==> config.mk <==
export PLATFORM = sky130hd
export DESIGN_NAME = nibble_add_seq_flat
export DESIGN_NICKNAME = d
export VERILOG_FILES = /design/src/rtl/nibble_add_pkg.sv /design/src/rtl/nibble_add_seq_if.sv /design/src/rtl/skip_adder4.sv /design/src/rtl/nibble_add_seq.sv /design/src/flat_wrapper.sv
export SDC_FILE = /design/constraint.sdc
export NUM_CORES = 1
export LEC_CHECK = 0
export BUFFER_PORTS_ARGS = -buffer_cell sky130_fd_sc_hd__buf_4
export CAP_MARGIN = 5
export CORE_MARGIN = 4
export CORE_UTILIZATION = 54
export CTS_CLUSTER_SIZE = 20
export DETAILED_ROUTE_END_ITERATION = 8
export PLACE_DENSITY = 0.79
export RECOVER_POWER = 100
export SLEW_MARGIN = 10
export SYNTH_ARGS = -nofsm -noshare
export SYNTH_HDL_FRONTEND = slang
export SYNTH_SLANG_ARGS = --single-unit
export TNS_END_PERCENT = 1
==> constraint.sdc <==
create_clock -name clk -period 3.7 [get_ports clk]
set_input_delay 0.555 -clock clk [delete_from_list [all_inputs] [get_ports clk]]
set_output_delay 0.555 -clock clk [all_outputs]
set_load 0.02 [all_outputs]
==> src/rtl/nibble_add_pkg.sv <==
// Shared types and constants for the nibble-serial adder.
package nibble_add_pkg;

    typedef enum logic [1:0] {
        IDLE = 2'd0,
        RUN  = 2'd1,
        DONE = 2'd2
    } state_t;

    localparam int NIB_W = 4;

    // Width of a nibble index; never narrower than one bit.
    function automatic int idx_width(input int nib);
        return (nib <= 1) ? 1 : $clog2(nib);
    endfunction

endpackage

==> src/rtl/nibble_add_seq_if.sv <==
// Operand/result handshake bundle for nibble_add_seq.
interface nibble_add_seq_if #(
    parameter int WIDTH = 16
);
    localparam int NIB = WIDTH / 4;
    localparam int SKW = $clog2(NIB + 1);

    logic             in_valid;
    logic             in_ready;
    logic [WIDTH-1:0] a;
    logic [WIDTH-1:0] b;
    logic             cin;
    logic             out_valid;
    logic             out_ready;
    logic [WIDTH-1:0] sum;
    logic             cout;
    logic             ovf;
    logic [SKW-1:0]   skips;

    modport master (
        output in_valid, a, b, cin, out_ready,
        input  in_ready, out_valid, sum, cout, ovf, skips
    );

    modport slave (
        input  in_valid, a, b, cin, out_ready,
        output in_ready, out_valid, sum, cout, ovf, skips
    );

endinterface

==> src/rtl/skip_adder4.sv <==
// 4-bit ripple adder with a group-propagate carry-skip mux.
module skip_adder4 (
    input  logic [3:0] a,
    input  logic [3:0] b,
    input  logic       cin,
    output logic [3:0] sum,
    output logic       cout,
    output logic       bp
);
    logic [3:0] p;
    logic [3:0] g;
    logic [4:0] c;

    always_comb begin
        p    = a ^ b;
        g    = a & b;
        c    = '0;
        c[0] = cin;
        for (int unsigned i = 0; i < 4; i++) begin
            c[i+1] = g[i] | (p[i] & c[i]);
        end
        sum  = p ^ c[3:0];
        bp   = &p;
        // When every bit propagates the carry-in bypasses the ripple chain.
        cout = bp ? cin : c[4];
    end

endmodule

==> src/rtl/nibble_add_seq.sv <==
// Multi-cycle WIDTH-bit adder processing one nibble per clock, LSB first,
// through a single shared skip_adder4 slice.
module nibble_add_seq
    import nibble_add_pkg::*;
#(
    parameter int WIDTH = 16
) (
    input  logic            clk,
    input  logic            rst_n,
    nibble_add_seq_if.slave bus,
    output logic            busy
);
    localparam int NIB = WIDTH / NIB_W;
    localparam int IW  = idx_width(NIB);
    localparam int SKW = $clog2(NIB + 1);
    localparam int MSB = WIDTH - 1;

    state_t           state;
    logic [WIDTH-1:0] a_reg;
    logic [WIDTH-1:0] b_reg;
    logic [WIDTH-1:0] sum_r;
    logic             carry;
    logic             cout_r;
    logic             ovf_r;
    logic [IW-1:0]    idx;
    logic [SKW-1:0]   skips_r;

    logic [3:0]       s_a;
    logic [3:0]       s_b;
    logic [3:0]       s_sum;
    logic             s_cout;
    logic             s_bp;
    logic             last;

    always_comb begin
        s_a  = a_reg[idx*NIB_W +: NIB_W];
        s_b  = b_reg[idx*NIB_W +: NIB_W];
        last = (idx == IW'(NIB - 1));
    end

    skip_adder4 u_slice (
        .a    (s_a),
        .b    (s_b),
        .cin  (carry),
        .sum  (s_sum),
        .cout (s_cout),
        .bp   (s_bp)
    );

    always_ff @(posedge clk) begin
        if (!rst_n) begin
            state   <= IDLE;
            a_reg   <= '0;
            b_reg   <= '0;
            sum_r   <= '0;
            carry   <= 1'b0;
            cout_r  <= 1'b0;
            ovf_r   <= 1'b0;
            idx     <= '0;
            skips_r <= '0;
        end else begin
            case (state)
                IDLE: begin
                    if (bus.in_valid) begin
                        a_reg   <= bus.a;
                        b_reg   <= bus.b;
                        carry   <= bus.cin;
                        idx     <= '0;
                        sum_r   <= '0;
                        skips_r <= '0;
                        ovf_r   <= 1'b0;
                        state   <= RUN;
                    end
                end
                RUN: begin
                    sum_r[idx*NIB_W +: NIB_W] <= s_sum;
                    carry   <= s_cout;
                    skips_r <= skips_r + SKW'(s_bp);
                    idx     <= idx + IW'(1);
                    if (last) begin
                        // The slice output is the top nibble here, so s_sum[3] is the new MSB.
                        cout_r <= s_cout;
                        ovf_r  <= (a_reg[MSB] == b_reg[MSB]) && (s_sum[3] != a_reg[MSB]);
                        state  <= DONE;
                    end
                end
                DONE: begin
                    if (bus.out_ready) begin
                        state <= IDLE;
                    end
                end
                default: state <= IDLE;
            endcase
        end
    end

    assign bus.in_ready  = (state == IDLE);
    assign bus.out_valid = (state == DONE);
    assign bus.sum       = sum_r;
    assign bus.cout      = cout_r;
    assign bus.ovf       = ovf_r;
    assign bus.skips     = skips_r;
    assign busy          = (state != IDLE);

endmodule
==> src/flat_wrapper.sv <==
// flat-port wrapper written by rule: the top's interface ports become plain ports
module nibble_add_seq_flat import nibble_add_pkg::*;
#(
    parameter int WIDTH = 16
)
  (clk, rst_n, busy, bus_in_valid, bus_a, bus_b, bus_cin, bus_out_ready, bus_in_ready, bus_out_valid, bus_sum, bus_cout, bus_ovf, bus_skips);
  nibble_add_seq_if #(.WIDTH(WIDTH)) bus_i ();
  input  logic clk;
  input  logic rst_n;
  output logic busy;
  input wire logic [$bits(bus_i.in_valid)-1:0] bus_in_valid;
  input wire logic [$bits(bus_i.a)-1:0] bus_a;
  input wire logic [$bits(bus_i.b)-1:0] bus_b;
  input wire logic [$bits(bus_i.cin)-1:0] bus_cin;
  input wire logic [$bits(bus_i.out_ready)-1:0] bus_out_ready;
  output wire logic [$bits(bus_i.in_ready)-1:0] bus_in_ready;
  output wire logic [$bits(bus_i.out_valid)-1:0] bus_out_valid;
  output wire logic [$bits(bus_i.sum)-1:0] bus_sum;
  output wire logic [$bits(bus_i.cout)-1:0] bus_cout;
  output wire logic [$bits(bus_i.ovf)-1:0] bus_ovf;
  output wire logic [$bits(bus_i.skips)-1:0] bus_skips;
  assign bus_i.in_valid = bus_in_valid;
  assign bus_i.a = bus_a;
  assign bus_i.b = bus_b;
  assign bus_i.cin = bus_cin;
  assign bus_i.out_ready = bus_out_ready;
  assign bus_in_ready = bus_i.in_ready;
  assign bus_out_valid = bus_i.out_valid;
  assign bus_sum = bus_i.sum;
  assign bus_cout = bus_i.cout;
  assign bus_ovf = bus_i.ovf;
  assign bus_skips = bus_i.skips;
  nibble_add_seq #(.WIDTH(WIDTH)) u_core (.clk(clk), .rst_n(rst_n), .bus(bus_i), .busy(busy));
endmodule
==> results.toml, run 1 <==
[outcome]
outcome = "complete, but fails checks"
violations = "max-capacitance violations, max-slew violations"

[timing]
slew_headroom_pct = -14.9
period_minus_slack_ns = 3.22
setup_tns_ns = 0
min_period_over_period_pct = 86.9
rsz0062_at_grt = "false"
drv_slew = 33
hold_viol = 0
setup_viol = 0
worst_pin_slew_ns = 1.72
fmax_mhz = 311
skew_ns = 0.00736

[die]
die_x_um = 79.6
dieArea_mm2 = 0.00634
initial_core_util_pct = 57.2
die_h_um = 79.6
fp.coreArea_mm2 = 0.00485
num_io_pins = 61
row_count = 25

[cts]
clk-insertion-delay-late_ns = 0.33
cts_resized = 0
cts_made_buffers = 9
post_cts_buffers = 0
clkSinkCount = 58
root_buffer = "clkbuf_8"
cts_hold_buf = 0
htree_levels = 3
clk_pin_slew_worst_paths_ns = 0.06
clock_tree.buffer_depth = 2
cts_tree = "yes"

[layout]
finish.utilization_pct = 68.7
drive_gt1_share_pct = 16.2
n_antenna_cell = 0
area_growth_pct = 20.3
stdcell_count = 419
layout_commonest_cell = "nand2_1"
postLayoutCellArea_mm2 = 0.00333
final_cell_mix = "nand2_1, dfxtp_1, buf_4"
nets = 399

[synthesis]
synth_edf_count = 0
ys.flop_type = "dfxtp_1"
yosysSeqAreaShare_pct = 41.9
synthCells = 295
syn_area_mm2 = 0.00277
synth_warnings = 0
synth_seq_cells = 58
synthesis.nets = 346
synth.avg_cell_area_um2 = 9.39
netlist-cell-type-count = 42
synth-async-reset-ratio_pct = 0

[critical_path]
crit_arrival_ns = 3.43
worstReg2RegStart = "u_core.idx[0]"
crit_path_max_fanout = 6
crit_path_start_kind = "flop"
reg2reg_slack_ns = 0.48
worstReg2RegEnd = "u_core.bus.ovf"
critical_path_class = "flop to flop"
cp-end-kind = "flop"
cp.required_ns = 3.91
rr_worst_depth = 10

[placement]
io_buffers = 60
dp_hpwl_um = 4360
place.gp.congestion = 0.802
dp.cells = 404
dpl_cell_area_mm2 = 0.00323

[detailed_routing]
drtPass1Iterations = 4
drtIter0Drc = 172
drc_errors = 0
vias_per_cell = 5.53
wirelength_um = 6300
vias = 2315
avgRoutedWirePerCell_um = 15.0
antenna_left = 0

[power]
leakage_nw = 1.36
power.density_mw_per_mm2 = 441
vdd_drop_max_uv = 281

[global_routing]
grt_pass1_wl_um = 10400
grt_antenna_before_repair = 0
grt_pass1_vias = 2232
grt_max_degree = 64
gr-total-overflow = 0
grt.total_usage_pct = 20.9

[min_path]
hp-class = "flop to flop"
holdPathEnd = "u_core.bus.sum[14]"
hold_path_depth = 2
min_from = "u_core.bus.sum[14]"

[flow_run]
cap_violations = 1
cells by family after synthesis:
kind of cell             share of synthesized area (%)
flip-flops                                        41.9
AND/OR/NAND/NOR                                   19.1
adder cells (fa/ha/maj)                           7.40
buffers and inverters                             5.15
AO/OA/AOI/OAI                                     18.6
multiplexers                                      7.81
layout make-up:
type,count,area [um2]
Clock buffer,13,169
Multi-Input combinational cell,206,1470
Fill cell,421,1520
Tap cell,67,83.8
Inverter,11,41.3
Timing Repair Buffer,62,375
Sequential cell,58,1160
Clock inverter,2,35.0
Yosys cell counts, drive strengths merged, types with 2 or more instances:
cell / count / area, um2
nand2: 81 / 307
dfxtp: 58 / 1160
a21boi: 33 / 248
buf: 11 / 67.6
inv: 11 / 41.3
ha: 10 / 125
o22ai: 10 / 62.6
clkbuf: 9 / 33.8
a32o: 8 / 80.1
mux4: 8 / 206
a21oi: 6 / 30.0
nor2b: 5 / 31.3
a21o: 4 / 30.0
fa: 4 / 80.1
nor2: 4 / 15.0
o21ai: 4 / 20.0
a22oi: 3 / 22.5
nor3b: 3 / 27.5
and3: 2 / 12.5
and3b: 2 / 17.5
and4: 2 / 17.5
nand2b: 2 / 12.5
worst max path at each step:
stage,endpoint,cells past startpoint,startpoint,slack (ns)
after global placement,u_core.bus.ovf,10,u_core.idx[0],0.61
final,u_core.bus.ovf,10,u_core.idx[0],0.48
after floorplan,u_core.bus.ovf,11,u_core.idx[0],0.62
after global routing,u_core.bus.ovf,10,u_core.idx[0],0.34
after detailed placement,u_core.bus.ovf,10,u_core.idx[0],0.51
after CTS,u_core.bus.ovf,10,u_core.idx[0],0.49
power by group:
part           switching (mW)  internal, mW
Clock                   0.237         0.361
Sequential             0.0221         0.652
Combinational           0.109        0.0892
stage by stage:
| step | hold slack, ns | setup WS [ns] | power [mW] |
|---|---|---|---|
| floorplan | 0.430 | 0.619 | 0.814 |
| global placement | 0.443 | 0.614 | 0.884 |
| detailed placement | 0.448 | 0.507 | 0.889 |
| CTS | 0.456 | 0.492 | 1.48 |
| global route | 0.470 | 0.339 | 1.53 |
| finish | 0.455 | 0.483 | 1.47 |
worst max-delay path: stages (launching register included):
cell	delay (ns)
dfxtp_1	0.50
mux4_1	0.65
fa_1	0.40
inv_1	0.08
fa_1	0.18
fa_1	0.16
inv_1	0.05
fa_1	0.63
and3b_1	0.21
a21oi_1	0.12
o22ai_1	0.10
per-layer routing:
| metal | up-vias | global-route usage [%] | part of all wire [%] |
|---|---|---|---|
| li1 | 1133 | - | - |
| met1 | 1096 | 25.6 | 44 |
| met2 | 76 | 35.8 | 49 |
| met3 | 10 | 5.53 | 6.4 |
| met4 | 0 | 6.53 | 0.98 |
| met5 | - | 0 | 0 |
No activity file was read; power rests on OpenSTA's default activity.
==> run 2, diff against run 1 <==
--- a/config.mk
+++ b/config.mk
@@ -11,7 +11,7 @@
 export CORE_UTILIZATION = 54
 export CTS_CLUSTER_SIZE = 20
 export DETAILED_ROUTE_END_ITERATION = 8
-export PLACE_DENSITY = 0.79
+export PLACE_DENSITY = 0.78
 export RECOVER_POWER = 100
 export SLEW_MARGIN = 10
 export SYNTH_ARGS = -nofsm -noshare
==> run 2 against run 1 <==
Effect of this change: the flow still finishes with violations (max-capacitance violations, max-slew violations); clock power is 9.5% higher; power is 3.6% higher; fmax is 3.4% lower; critical path depth stayed put; final cell count is 0.24% higher; worst hold slack worse by 0.00069 ns; register-to-register slack worse by 0.11 ns; via count is 0.65% lower.
==> results.toml, run 2 (synthesis gave the netlist of run 1 again) <==
[critical_path]
reg2reg_slack_ns = 0.37
crit_end = "u_core.bus.ovf"
crit_top_cell = "fa_1"
cp-startpoint = "u_core.idx[0]"
path_depth = 10
slowest_delay_ns = 0.50
worst_path_max_delay_cell = "dfxtp_1"
cp-end-kind = "flop"
path_buf_inv = 3
critical_path_class = "flop to flop"
rr_worst_depth = 10
crit_chain = "clkbuf_1, mux4_1, inv_1, fa_1, fa_1, inv_1, fa_1, and3b_1, a21oi_1, o22ai_1"
crit_arrival_ns = 3.61
path_delay_family = "adder cells"
crit_path_max_fanout = 11
worstReg2RegEnd = "u_core.bus.ovf"
cp.required_ns = 3.98
worstReg2RegStart = "u_core.idx[0]"
crit_path_start_kind = "flop"

[global_routing]
grt_max_degree = 64
grt.total_usage_pct = 20.5
grt_pass1_vias = 2118
grt_busiest_layer = "met2"
use_met1_pct = 25.2
grtUsageMet2_pct = 32.9
gr-total-overflow = 0
grt_pass1_wl_um = 9920
grt_antenna_before_repair = 0
gr-usage-met3_pct = 6.88

[die]
die_x_um = 79.6
die_h_um = 79.6
row_count = 25
initial_core_util_pct = 57.2
fp.coreArea_mm2 = 0.00485
dieArea_mm2 = 0.00634
num_io_pins = 61

[layout]
n_antenna_cell = 0
fillers = 450
multi_input_area_mm2 = 0.00147
final_cell_mix = "nand2_1, dfxtp_1, buf_4"
nets = 399
drive_gt1_share_pct = 16.4
seq_area_mm2 = 0.00116
area_growth_pct = 20.9
finish.utilization_pct = 69.1
layout_commonest_cell = "nand2_1"

[flow_run]
cap_violations = 1

[min_path]
hp-class = "flop to flop"

[timing]
worst_pin_slew_ns = 1.72
setup_tns_ns = 0
slew_headroom_pct = -15.3
fmax_mhz = 300
setup_viol = 0
min_period_over_period_pct = 90.0
hold_viol = 0
period_minus_slack_ns = 3.33
rsz0062_at_grt = "false"
skew_ns = 0.0109
drv_slew = 33

[detailed_routing]
avgRoutedWirePerCell_um = 14.6
vias = 2300
vias_per_cell = 5.48
antenna_left = 0
drtIter0Drc = 120
wirelength_um = 6140
drtPass1Iterations = 4
drc_errors = 0

[outcome]
outcome = "complete, but fails checks"
violations = "max-capacitance violations, max-slew violations"

[cts]
root_buffer = "clkbuf_8"
clk_pin_slew_worst_paths_ns = 0.08
clkSinkCount = 58
post_cts_buffers = 0
clock_tree.buffer_depth = 2
htree_levels = 3
cts_hold_buf = 0
clk-insertion-delay-late_ns = 0.35
cts_resized = 0
cts_made_buffers = 9
cts_tree = "yes"

[placement]
io_buffers = 60
place.gp.congestion = 0.815
dp_hpwl_um = 4350

[power]
leakage_nw = 1.36
power.density_mw_per_mm2 = 454
vdd_drop_max_uv = 245
power_mw = 1.52
==> run 2: changes by cell type in the layout (fill, tap and decap cells not counted), sizes merged <==
cell / delta
buf: -1
bufinv: +1
clkbuf: -3
clkinv: +2
clkinvlp: +1
inv: +1
==> run 2: tightest hold or removal path, cell delays in order (launching register included) <==
cell and delay (ns):
dfxtp_1 0.31, nand2_1 0.05, a21boi_1 0.05
==> run 2: report_power, final <==
part | internal [mW] | total (mW) | switching [mW]
clock network | 0.384 | 0.655 | 0.271
logic | 0.0882 | 0.195 | 0.107
registers | 0.651 | 0.672 | 0.0210
total | 1.12 | 1.52 | 0.399
==> run 2: worst min path at each step <==
stage,end,slack [ns],depth (start not counted),startpoint
final,u_core.b_reg[0],0.45,2,u_core.b_reg[0]
after global routing,u_core.b_reg[13],0.45,3,bus_b[13]
after CTS,u_core.b_reg[5],0.44,3,bus_b[5]
after detailed placement,u_core.a_reg[5],0.44,2,u_core.a_reg[5]
after global placement,u_core.a_reg[5],0.44,2,u_core.a_reg[5]
after floorplan,u_core.a_reg[5],0.43,2,u_core.a_reg[5]
==> run 2: per-layer routing <==
layer	vias to the layer above	share of wire [%]
li1	1133	-
met1	1092	44
met2	63	49
met3	12	5.7
met4	0	1.8
met5	-	0
==> run 2: final cells by class <==
class	instances	share of cell area (%)
timing repair buffer	62	11.1
sequential	58	34.6
multi-input combinational	206	43.8
tap	67	2.50
clock inverter	7	3.06
inverter	11	1.23
clock buffer	9	3.70
==> run 2: stage by stage <==
stage          instance area (um2)  worst slack, ns  hold slack [ns]  cells
6_report                      3350            0.371            0.454    420
3_3_place_gp                  3230            0.605            0.439    404
2_1_floorplan                 2770            0.619            0.430    295
3_5_place_dp                  3230            0.524            0.445    404
5_1_grt                       3350            0.183            0.454    420
4_1_cts                       3450            0.471            0.439    420
